[config.mk]
export PLATFORM = sky130hd
export DESIGN_NAME = gsim_seq_flat
export DESIGN_NICKNAME = d
export VERILOG_FILES = /design/src/rtl/gsim_pkg.sv /design/src/rtl/gsim_if.sv /design/src/rtl/gsim_x_writer.sv /design/src/rtl/gsim_seq.sv /design/src/flat_wrapper.sv
export SDC_FILE = /design/constraint.sdc
export NUM_CORES = 1
export LEC_CHECK = 0
export ABC_AREA = 1
export CAP_MARGIN = 40
export CORE_AREA = 2 2 243 245
export CTS_CLUSTER_SIZE = 12
export DETAILED_ROUTE_END_ITERATION = 10
export DIE_AREA = 0 0 245 247
export GPL_ROUTABILITY_DRIVEN = 0
export GPL_TIMING_DRIVEN = 0
export PLACE_DENSITY = 0.44
export SETUP_SLACK_MARGIN = 0.15
export SLEW_MARGIN = 10
export SYNTH_ARGS = -nofsm -noshare
export SYNTH_HDL_FRONTEND = slang
export SYNTH_HIERARCHICAL = 1
export SYNTH_SLANG_ARGS = --single-unit
[constraint.sdc]
create_clock -name i_clk -period 3.3 [get_ports i_clk]
set_input_delay 0.99 -clock i_clk [delete_from_list [all_inputs] [get_ports i_clk]]
set_output_delay 0.99 -clock i_clk [all_outputs]
set_load 0.02 [all_outputs]
[src/rtl/gsim_pkg.sv]
// Shared types and constants for the Gauss-Seidel sequencer: state encoding,
// matrix geometry and datapath widths.
package gsim_pkg;

    localparam int N_ROW        = 16;
    localparam int ROWS_PER_MTX = 17;
    localparam int MEM_AW       = 10;
    localparam int X_AW         = 9;
    localparam int ROW_W        = 256;
    localparam int RES_W        = 32;
    localparam int MTX_W        = 5;
    localparam int CNT_W        = 5;
    localparam int K_W          = 4;

    typedef enum logic [2:0] {
        ST_IDLE  = 3'd0,
        ST_FETCH = 3'd1,
        ST_RUN   = 3'd2,
        ST_XOUT  = 3'd3,
        ST_NEXT  = 3'd4,
        ST_DONE  = 3'd5
    } gsim_state_e;

    // Rows of a matrix are fetched top address first: base+last down to base.
    function automatic logic [MEM_AW-1:0] fetch_addr(input logic [MEM_AW-1:0] base,
                                                     input logic [CNT_W-1:0]  last,
                                                     input logic [CNT_W-1:0]  iss);
        return base + {{(MEM_AW-CNT_W){1'b0}}, last} - {{(MEM_AW-CNT_W){1'b0}}, iss};
    endfunction

endpackage

[src/rtl/gsim_if.sv]
// Matrix-memory read handshake between the sequencer (master) and the memory (slave).
interface gsim_if;

    logic                         o_mem_rreq;
    logic [gsim_pkg::MEM_AW-1:0]  o_mem_addr;
    logic                         i_mem_rrdy;
    logic [gsim_pkg::ROW_W-1:0]   i_mem_dout;
    logic                         i_mem_dout_vld;

    modport master (
        output o_mem_rreq,
        output o_mem_addr,
        input  i_mem_rrdy,
        input  i_mem_dout,
        input  i_mem_dout_vld
    );

    modport slave (
        input  o_mem_rreq,
        input  o_mem_addr,
        output i_mem_rrdy,
        output i_mem_dout,
        output i_mem_dout_vld
    );

endinterface

[src/rtl/gsim_x_writer.sv]
// Result copy-out: walks the engine result port and writes x values with a
// one-cycle read-to-write pipeline, flagging the last write back to the FSM.
module gsim_x_writer #(
    parameter int N_ROW = gsim_pkg::N_ROW
) (
    input  logic                        i_clk,
    input  logic                        i_rst_n,
    input  logic                        en,
    input  logic [gsim_pkg::MTX_W-1:0]  mtx,
    output logic [gsim_pkg::K_W-1:0]    res_raddr,
    input  logic [gsim_pkg::RES_W-1:0]  res_rdata,
    output logic                        x_wen,
    output logic [gsim_pkg::X_AW-1:0]   x_addr,
    output logic [gsim_pkg::RES_W-1:0]  x_data,
    output logic                        done
);
    import gsim_pkg::*;

    localparam logic [K_W-1:0] LAST_K_C = K_W'(N_ROW - 1);

    logic [K_W-1:0]  k_r;
    logic            issued_r;
    logic            wen_r;
    logic [X_AW-1:0] addr_r;
    logic            done_r;

    // Read counter and write-side pipeline; everything clears whenever XOUT is left.
    always_ff @(posedge i_clk or negedge i_rst_n) begin
        if (!i_rst_n) begin
            k_r      <= {K_W{1'b0}};
            issued_r <= 1'b0;
            wen_r    <= 1'b0;
            addr_r   <= {X_AW{1'b0}};
            done_r   <= 1'b0;
        end else if (!en) begin
            k_r      <= {K_W{1'b0}};
            issued_r <= 1'b0;
            wen_r    <= 1'b0;
            addr_r   <= {X_AW{1'b0}};
            done_r   <= 1'b0;
        end else begin
            wen_r  <= !issued_r;
            addr_r <= issued_r ? {X_AW{1'b0}} : {mtx, k_r};
            done_r <= !issued_r && (k_r == LAST_K_C);
            if (!issued_r) begin
                k_r      <= (k_r == LAST_K_C) ? {K_W{1'b0}} : k_r + 4'd1;
                issued_r <= (k_r == LAST_K_C);
            end else begin
                k_r      <= k_r;
                issued_r <= issued_r;
            end
        end
    end

    assign res_raddr = k_r;
    assign x_wen     = wen_r;
    assign x_addr    = addr_r;
    // Result RAM data lands in the write cycle, so it passes straight through.
    assign x_data    = wen_r ? res_rdata : {RES_W{1'b0}};
    assign done      = done_r;

endmodule

[src/rtl/gsim_seq.sv]
// Top-level sequencer: per matrix, fetch 17 rows, load the engine, run it,
// then copy the 16 solved x values out.
module gsim_seq #(
    parameter int N_ROW        = gsim_pkg::N_ROW,
    parameter int ROWS_PER_MTX = gsim_pkg::ROWS_PER_MTX,
    parameter int MAX_OUTST    = 4
) (
    input  logic                        i_clk,
    input  logic                        i_rst_n,
    input  logic                        i_module_en,
    input  logic [4:0]                  i_matrix_num,
    output logic                        o_proc_done,
    gsim_if.master                      mem,
    output logic                        o_ld_vld,
    output logic [4:0]                  o_ld_idx,
    output logic [gsim_pkg::ROW_W-1:0]  o_ld_data,
    output logic                        o_eng_start,
    input  logic                        i_eng_done,
    output logic [3:0]                  o_res_raddr,
    input  logic [gsim_pkg::RES_W-1:0]  i_res_rdata,
    output logic                        o_x_wen,
    output logic [gsim_pkg::X_AW-1:0]   o_x_addr,
    output logic [gsim_pkg::RES_W-1:0]  o_x_data
);
    import gsim_pkg::*;

    localparam logic [CNT_W-1:0]  ROWS_C       = CNT_W'(ROWS_PER_MTX);
    localparam logic [CNT_W-1:0]  LAST_IDX_C   = CNT_W'(ROWS_PER_MTX - 1);
    localparam logic [CNT_W-1:0]  MAX_OUTST_C  = CNT_W'(MAX_OUTST);
    localparam logic [MEM_AW-1:0] MTX_STRIDE_C = MEM_AW'(ROWS_PER_MTX);

    gsim_state_e       state_r;
    logic [MTX_W-1:0]  m_r;
    logic [MTX_W-1:0]  num_r;
    logic [MEM_AW-1:0] base_r;
    logic [CNT_W-1:0]  iss_r;
    logic [CNT_W-1:0]  ret_r;
    logic [CNT_W-1:0]  outst_s;
    logic              rreq_s;
    logic              acc_s;
    logic              rtn_s;
    logic              x_done_s;
    logic              ld_vld_r;
    logic [CNT_W-1:0]  ld_idx_r;
    logic [ROW_W-1:0]  ld_data_r;
    logic              eng_start_r;
    logic              proc_done_r;

    assign outst_s = iss_r - ret_r;
    assign rreq_s  = (state_r == ST_FETCH) && (iss_r < ROWS_C) && (outst_s < MAX_OUTST_C);
    assign acc_s   = rreq_s && mem.i_mem_rrdy;
    // A return with nothing outstanding is stale (e.g. from before a reset) and is dropped.
    assign rtn_s   = mem.i_mem_dout_vld && (outst_s != {CNT_W{1'b0}});

    assign mem.o_mem_rreq = rreq_s;
    assign mem.o_mem_addr = (state_r == ST_FETCH) ? fetch_addr(base_r, LAST_IDX_C, iss_r)
                                                  : {MEM_AW{1'b0}};

    // Register each accepted return and forward it to the engine load port.
    always_ff @(posedge i_clk or negedge i_rst_n) begin
        if (!i_rst_n) begin
            ld_vld_r  <= 1'b0;
            ld_idx_r  <= {CNT_W{1'b0}};
            ld_data_r <= {ROW_W{1'b0}};
        end else begin
            ld_vld_r  <= rtn_s;
            ld_idx_r  <= rtn_s ? ret_r : {CNT_W{1'b0}};
            ld_data_r <= rtn_s ? mem.i_mem_dout : {ROW_W{1'b0}};
        end
    end

    // Main sequencer FSM with fetch counters and registered strobes.
    always_ff @(posedge i_clk or negedge i_rst_n) begin
        if (!i_rst_n) begin
            state_r     <= ST_IDLE;
            m_r         <= {MTX_W{1'b0}};
            num_r       <= {MTX_W{1'b0}};
            base_r      <= {MEM_AW{1'b0}};
            iss_r       <= {CNT_W{1'b0}};
            ret_r       <= {CNT_W{1'b0}};
            eng_start_r <= 1'b0;
            proc_done_r <= 1'b0;
        end else begin
            eng_start_r <= 1'b0;
            proc_done_r <= 1'b0;
            iss_r       <= iss_r + {{(CNT_W-1){1'b0}}, acc_s};
            ret_r       <= ret_r + {{(CNT_W-1){1'b0}}, rtn_s};
            case (state_r)
                ST_IDLE: begin
                    if (i_module_en) begin
                        num_r   <= i_matrix_num;
                        m_r     <= {MTX_W{1'b0}};
                        base_r  <= {MEM_AW{1'b0}};
                        iss_r   <= {CNT_W{1'b0}};
                        ret_r   <= {CNT_W{1'b0}};
                        state_r <= (i_matrix_num == 5'd0) ? ST_DONE : ST_FETCH;
                    end else begin
                        state_r <= ST_IDLE;
                    end
                end
                ST_FETCH: begin
                    if (ld_vld_r && (ld_idx_r == LAST_IDX_C)) begin
                        state_r     <= ST_RUN;
                        eng_start_r <= 1'b1;
                    end else begin
                        state_r <= ST_FETCH;
                    end
                end
                ST_RUN: begin
                    state_r <= i_eng_done ? ST_XOUT : ST_RUN;
                end
                ST_XOUT: begin
                    state_r <= x_done_s ? ST_NEXT : ST_XOUT;
                end
                ST_NEXT: begin
                    m_r     <= m_r + 5'd1;
                    base_r  <= base_r + MTX_STRIDE_C;
                    iss_r   <= {CNT_W{1'b0}};
                    ret_r   <= {CNT_W{1'b0}};
                    state_r <= (({1'b0, m_r} + 6'd1) < {1'b0, num_r}) ? ST_FETCH : ST_DONE;
                end
                ST_DONE: begin
                    proc_done_r <= 1'b1;
                    state_r     <= ST_IDLE;
                end
                default: begin
                    state_r <= ST_IDLE;
                end
            endcase
        end
    end

    gsim_x_writer #(
        .N_ROW (N_ROW)
    ) u_x_writer (
        .i_clk     (i_clk),
        .i_rst_n   (i_rst_n),
        .en        (state_r == ST_XOUT),
        .mtx       (m_r),
        .res_raddr (o_res_raddr),
        .res_rdata (i_res_rdata),
        .x_wen     (o_x_wen),
        .x_addr    (o_x_addr),
        .x_data    (o_x_data),
        .done      (x_done_s)
    );

    assign o_ld_vld    = ld_vld_r;
    assign o_ld_idx    = ld_idx_r;
    assign o_ld_data   = ld_data_r;
    assign o_eng_start = eng_start_r;
    assign o_proc_done = proc_done_r;

endmodule

[src/flat_wrapper.sv]
// flat-port wrapper written by rule: the top's interface ports become plain ports
module gsim_seq_flat import gsim_pkg::*;
#(
    parameter int N_ROW        = gsim_pkg::N_ROW,
    parameter int ROWS_PER_MTX = gsim_pkg::ROWS_PER_MTX,
    parameter int MAX_OUTST    = 4
)
  (i_clk, i_rst_n, i_module_en, i_matrix_num, o_proc_done, o_ld_vld, o_ld_idx, o_ld_data, o_eng_start, i_eng_done, o_res_raddr, i_res_rdata, o_x_wen, o_x_addr, o_x_data, mem_o_mem_rreq, mem_o_mem_addr, mem_i_mem_rrdy, mem_i_mem_dout, mem_i_mem_dout_vld);
  gsim_if mem_i ();
  input  logic i_clk;
  input  logic i_rst_n;
  input  logic i_module_en;
  input  logic [4:0] i_matrix_num;
  output logic o_proc_done;
  output logic o_ld_vld;
  output logic [4:0] o_ld_idx;
  output logic [gsim_pkg::ROW_W-1:0] o_ld_data;
  output logic o_eng_start;
  input  logic i_eng_done;
  output logic [3:0] o_res_raddr;
  input  logic [gsim_pkg::RES_W-1:0] i_res_rdata;
  output logic o_x_wen;
  output logic [gsim_pkg::X_AW-1:0] o_x_addr;
  output logic [gsim_pkg::RES_W-1:0] o_x_data;
  output wire logic [$bits(mem_i.o_mem_rreq)-1:0] mem_o_mem_rreq;
  output wire logic [$bits(mem_i.o_mem_addr)-1:0] mem_o_mem_addr;
  input wire logic [$bits(mem_i.i_mem_rrdy)-1:0] mem_i_mem_rrdy;
  input wire logic [$bits(mem_i.i_mem_dout)-1:0] mem_i_mem_dout;
  input wire logic [$bits(mem_i.i_mem_dout_vld)-1:0] mem_i_mem_dout_vld;
  assign mem_o_mem_rreq = mem_i.o_mem_rreq;
  assign mem_o_mem_addr = mem_i.o_mem_addr;
  assign mem_i.i_mem_rrdy = mem_i_mem_rrdy;
  assign mem_i.i_mem_dout = mem_i_mem_dout;
  assign mem_i.i_mem_dout_vld = mem_i_mem_dout_vld;
  gsim_seq #(.N_ROW(N_ROW), .ROWS_PER_MTX(ROWS_PER_MTX), .MAX_OUTST(MAX_OUTST)) u_core (.i_clk(i_clk), .i_rst_n(i_rst_n), .i_module_en(i_module_en), .i_matrix_num(i_matrix_num), .o_proc_done(o_proc_done), .mem(mem_i), .o_ld_vld(o_ld_vld), .o_ld_idx(o_ld_idx), .o_ld_data(o_ld_data), .o_eng_start(o_eng_start), .i_eng_done(i_eng_done), .o_res_raddr(o_res_raddr), .i_res_rdata(i_res_rdata), .o_x_wen(o_x_wen), .o_x_addr(o_x_addr), .o_x_data(o_x_data));
endmodule
# Word-level counts from Yosys, hierarchy flattened

Cells that the tools add are included.

Add/subtract/negate cells: 9
$lt $le $gt $ge: 3
Equality and inequality tests: 9
Mux-type cells: 31
Reductions and logical operators: 13

Operators with widths:

| operator                                                                      | number |
|---|---|
| 256-bit two-way mux                                                           | 1 |
| 32-bit two-way mux                                                            | 1 |
| 5-bit case mux with 2 select lines                                            | 3 |
| 10-bit by 5-bit adder with 10-bit output (second input constant)              | 2 |
| 10-bit two-way mux                                                            | 2 |
| 5-bit two-way mux                                                             | 4 |
| 10-bit case mux with 2 select lines                                           | 1 |
| 9-bit two-way mux                                                             | 2 |
| 3-bit case mux with 5 select lines                                            | 1 |
| 3-bit two-way mux                                                             | 4 |
| 4-bit two-way mux                                                             | 3 |
| 5-bit by 1-bit adder with 5-bit output                                        | 2 |
| 10-bit by 5-bit subtractor with 10-bit output                                 | 1 |
| 1-bit two-way mux                                                             | 8 |
| 5-bit by 1-bit adder with 6-bit output (second input constant)                | 1 |
| 3-bit by 2-bit == test with 1-bit output (second input constant)              | 2 |
| 3-bit == test (second input constant)                                         | 2 |
| 1-bit logical AND                                                             | 6 |
| 6-bit by 5-bit less-than comparator with 1-bit output                         | 1 |
| 5-bit by 1-bit adder with 5-bit output (second input constant)                | 1 |
| 5-bit == test (second input constant)                                         | 1 |
| 5-bit logical NOT                                                             | 1 |
| 5-bit by 3-bit less-than comparator with 1-bit output (second input constant) | 1 |
| 5-bit less-than comparator (second input constant)                            | 1 |
| other kinds (11)                                                              | 13 |

Logic and storage cells: 81
Input bits: 299
Output and inout bits: 321
Register bits: 313

# Logic depth before layout (Yosys ltp)

Depth in word-level cells: 7
Mapped depth: 20
Depth with buffers taken out: 18

# Modules after synthesis

Netlist, hierarchy kept.

By module, submodules not included:

| module        | cells an instance | sequential area each (um^2) | area each (um^2) | instances |
|---|---|---|---|---|
| gsim_seq      | 1131              | 7432.1                      | 11125.7          | 1 |
| gsim_x_writer | 126               | 400.4                       | 857.1            | 1 |

# Worst setup path after synthesis

Ideal clock, no wire load.

Kind: reg2out
From: register u_core.iss_r[1]
To: output mem_o_mem_addr[9]
Cell stages (with the launch flop): 13
Data arrival time: 2056 ps
Data required time: 2310 ps
Path slack: 254 ps
Path buffers: 0
Cell sequence: dfrtp_1 > inv_1 > ha_1 > ha_1 > inv_1 > fa_1 > inv_1 > nand3_1 > nand2_1 > nand4_1 > nand3_1 > nand2_1 > nor2_1

Word-level cells in the longest chain between the ends: 2

RTL lines:

| element                                       | line               | text |
|---|---|---|
| start, declared                               | gsim_seq.sv:36     | `logic [CNT_W-1:0] iss_r;` |
| start signal, assigned                        | gsim_seq.sv:79     | `iss_r <= {CNT_W{1'b0}};` |
| start signal, assigned                        | gsim_seq.sv:86     | `iss_r <= iss_r + {{(CNT_W-1){1'b0}}, acc_s};` |
| start signal, assigned                        | gsim_seq.sv:94     | `iss_r <= {CNT_W{1'b0}};` |
| 10-bit by 5-bit subtractor with 10-bit output | gsim_pkg.sv:28     | `return base + {{(MEM_AW-CNT_W){1'b0}}, last} - {{(MEM_AW-CNT_W){1'b0}}, iss};` |
| 10-bit two-way mux                            | gsim_seq.sv:56     | `assign mem.o_mem_addr = (state_r == ST_FETCH) ? fetch_addr(base_r, LAST_IDX_C, iss_r)` |
| end, declared                                 | flat_wrapper.sv:26 | `output wire logic [$bits(mem_i.o_mem_addr)-1:0] mem_o_mem_addr;` |

Every way passes these cells.

# Worst setup path after layout

From: register u_core.base_r[1]
To: output mem_o_mem_addr[9]

Word-level cells in the longest chain between the ends: 3

RTL lines:

| element                                       | line            | text |
|---|---|---|
| start, declared                               | gsim_seq.sv:35  | `logic [MEM_AW-1:0] base_r;` |
| start signal, assigned                        | gsim_seq.sv:78  | `base_r <= {MEM_AW{1'b0}};` |
| start signal, assigned                        | gsim_seq.sv:93  | `base_r <= {MEM_AW{1'b0}};` |
| start signal, assigned                        | gsim_seq.sv:117 | `base_r <= base_r + MTX_STRIDE_C;` |
| 10-bit by 5-bit adder with 10-bit output      | gsim_pkg.sv:28  |  |
| 10-bit by 5-bit subtractor with 10-bit output | gsim_pkg.sv:28  |  |
| 10-bit two-way mux                            | gsim_seq.sv:56  |  |

Every way passes these cells.

==> metrics.yaml <==
cells_and_area:
  nNetsFinal: 2280
  syn2layout_area_growth_pct: 74.8
  layout-drive-gt1-share: 0.0940
yosys:
  synth_most_common_cell: "inv_1"
  yosysWarnings: 6
  synthTopCellsByCount: "inv_1 (351), dfrtp_1 (313), nor2_1 (299)"
  synth.largest_area_cell: "dfrtp_1"
  ys_types: 31
  netlist.area_leader.share: 0.654
  post_synth.cell_area_avg_um2: 9.53
  syn_nets: 1589
  synth_edf_count: 0
  syn_inst: 1257
  ys.flop_type: "dfrtp_1"
  syn_area_um2: 12000
  netlist_top_cells_area: "dfrtp_1 (65%), inv_1 (11%), nor2_1 (9.4%)"
  synthArstFlopShare: 1.00
  yosysSeqAreaShare: 0.654
  ys_ff_latch: 313
global_route:
  grt_max_degree: 95
  grt_pass1_vias: 10300
  antenna_found_initial: 8
  overflow: 0
  grt_first_pass_wirelength_um: 67400
  grt_usage: 0.150
clocking:
  numCtsBuffers: 40
  numClockSinks: 313
  clock_path_buffers: 3
  clk_latency_ns: 0.55
  h-tree-depth: 2
  cts_root_buffer: "clkbuf_16"
  cts.clk_slew.worst_paths_ns: 0.05
  cts_tree: "done"
  cts_hold_buf: 0
die:
  die_x_um: 245
  initial_core_util: 0.206
  coreArea_um2: 58200
  ios: 620
  dieHeight_um: 247
  fp.dieArea_um2: 60500
  rows: 89
min_path:
  hp-class: "reg -> reg"
power_and_ir_drop:
  max-vdd-ir-drop_mv: 0.542
  p_per_area_nw_per_um2: 597
  p_total_mw: 12.5
  p_leak_nw: 10.9
worst_setup_path:
  reg2reg_depth: 20
  startpoint: "u_core/base_r[1]$_DFFE_PN0P_"
  cp-start-kind: "flip-flop"
  worstPathRequired_ns: 2.31
  crit_end: "mem_o_mem_addr[9]"
  cp.arrival_ns: 2.42
  endpoint_kind: "primary output"
  crit_type: "reg -> out"
  regToRegSetupSlack_ns: 0.44
  r2r_start: "u_core/iss_r[0]$_DFF_PN0_"
  worst_r2r_endpoint: "u_core/ret_r[4]$_DFF_PN0_"
  crit_fanout: 3
timing:
  tns_ns: -0.255
  tightest_slew_ns: 0.755
  setup_slack_ns: -0.106
  relSlewSlack: 0.496
  hold_viol: 0
  setup_viol: 3
  layout_min_cycle_time_ns: 3.41
  fin_skew_ns: 0.0216
  drv_slew: 0
  post-route-period-util: 1.03
  fmax_ghz: 0.294
  rsz0062_at_grt: "yes"
route:
  vias: 10100
  vias_per_cell: 3.67
  wirelength_um: 46900
  wl_per_cell_um: 17.0
  drc: 0
  drt_pass1_iterations: 4
  drtIter0Drc: 440
  postRouteAntennaNets: 0
outcome:
  status: "finished with violations"
  violations: "negative setup slack"
place:
  io_buffers: 619
  dpl.hpwl_um: 37000
run:
  maxCapViolCount: 0
## layout by cell type, fill, tap and decap left out, types with 5 or more instances in the layout
cell,netlist,routed
clkbuf_8,0,9
a21oi_1,25,19
nor3_1,9,8
dlygate4sd2_1,0,14
nand2_1,103,99
buf_6,0,7
nand3_1,26,25
o21ai_0,25,21
clkdlybuf4s50_1,0,576
xor2_1,5,5
nand4_1,5,5
inv_2,3,12
nor2_1,299,295
buf_2,20,20
buf_4,12,41
ha_4,0,8
inv_1,351,342
clkbuf_1,3,16
ha_1,31,20
clkbuf_16,0,40
dlymetal6s2s_1,0,19
dfrtp_1,313,310
o21ai_1,2,5
## report_power, final
part	switching (mW)	internal (mW)	total [mW]
combinational	2.14	1.79	3.93
sequential	0.185	4.24	4.42
clock	1.70	2.45	4.15
## cell families (layout without fill, tap and decap cells)
family | Yosys count | after routing | synth area share
simple gates | 454 | 454 | 0.151
buf+inv | 390 | 1111 | 0.128
flops | 313 | 313 | 0.654
compound gates | 61 | 61 | 0.0277
fa+ha+maj | 33 | 33 | 0.0357
xor+xnor | 6 | 6 | 0.00439
other cells | 0 | 3 | 0
## state kept, by name, summed over array words and instances, names as in the netlist, 3 cells and up
signal	count
u_core/base_r	10
u_core/u_x_writer/x_addr	9
u_core/state_r	3
u_core/o_ld_idx	5
u_core/o_ld_data	256
u_core/m_r	5
u_core/u_x_writer/res_raddr	4
u_core/iss_r	5
u_core/num_r	5
u_core/ret_r	5
## worst min path at each step
stage | from | endpoint | slack, ns | cells past startpoint
after global routing | u_core/u_x_writer/done$_DFF_PN0_ | u_core/state_r[2]$_DFF_PN0_ | 0.52 | 2
final | u_core/num_r[0]$_DFFE_PN0P_ | u_core/num_r[0]$_DFFE_PN0P_ | 0.49 | 2
after global placement | u_core/num_r[0]$_DFFE_PN0P_ | u_core/num_r[0]$_DFFE_PN0P_ | 0.46 | 2
after CTS | i_rst_n | u_core/o_ld_data[204]$_DFF_PN0_ | 0.48 | 1
after floorplan | u_core/num_r[0]$_DFFE_PN0P_ | u_core/num_r[0]$_DFFE_PN0P_ | 0.44 | 2
after detailed placement | u_core/num_r[0]$_DFFE_PN0P_ | u_core/num_r[0]$_DFFE_PN0P_ | 0.49 | 2
## through the flow
step,setup WS [ns],instances,util,area [µm²],hold slack [ns]
after floorplan,0.254,1257,-,12000,0.442
after global placement,-13.31,2649,0.329,19100,0.463
after detailed placement,-0.368,2652,0.330,19200,0.486
after CTS,-0.203,2744,0.357,20800,0.481
after global routing,-0.229,2753,0.360,20900,0.523
final,-0.106,2754,0.360,21000,0.486
## routing by layer
layer | track usage | vias to the layer above | routed length [µm]
li1 | - | 4975 | -
met3 | 0.0460 | 85 | 3500
met2 | 0.259 | 345 | 23700
met1 | 0.174 | 4703 | 18100
met5 | 0 | - | 69
met4 | 0.0565 | 10 | 1530
## critical path, stage by stage (launching register included)
cell and delay (ns):
dfrtp_1 0.42, ha_4 0.29, ha_4 0.12, inv_2 0.04, fa_2 0.32, inv_2 0.07
nand3_2 0.06, nand2_2 0.08, nand4_1 0.10, nand3_1 0.09, nand2_1 0.05, nor2_1 0.09
buf_4 0.15
## cell type report
type	instances	area [µm²]
Timing Repair Buffer	649	6510
Multi-Input combinational cell	554	2840
Sequential cell	313	7840
Buffer	35	209
Antenna cell	3	7.51
Clock inverter	10	76.3
Tap cell	773	967
Inverter	355	1330
Clock buffer	62	1170
Fill cell	5925	37300
## repair_timing
item	4_1_cts	5_1_grt
cloned	0	0
pin swaps	16	16
hold endpoints to repair	0	0
gates resized for setup	104	38
setup buffers	20	7
endpoints found under the setup margin	26	29
(Power assumes the default switching activity.)
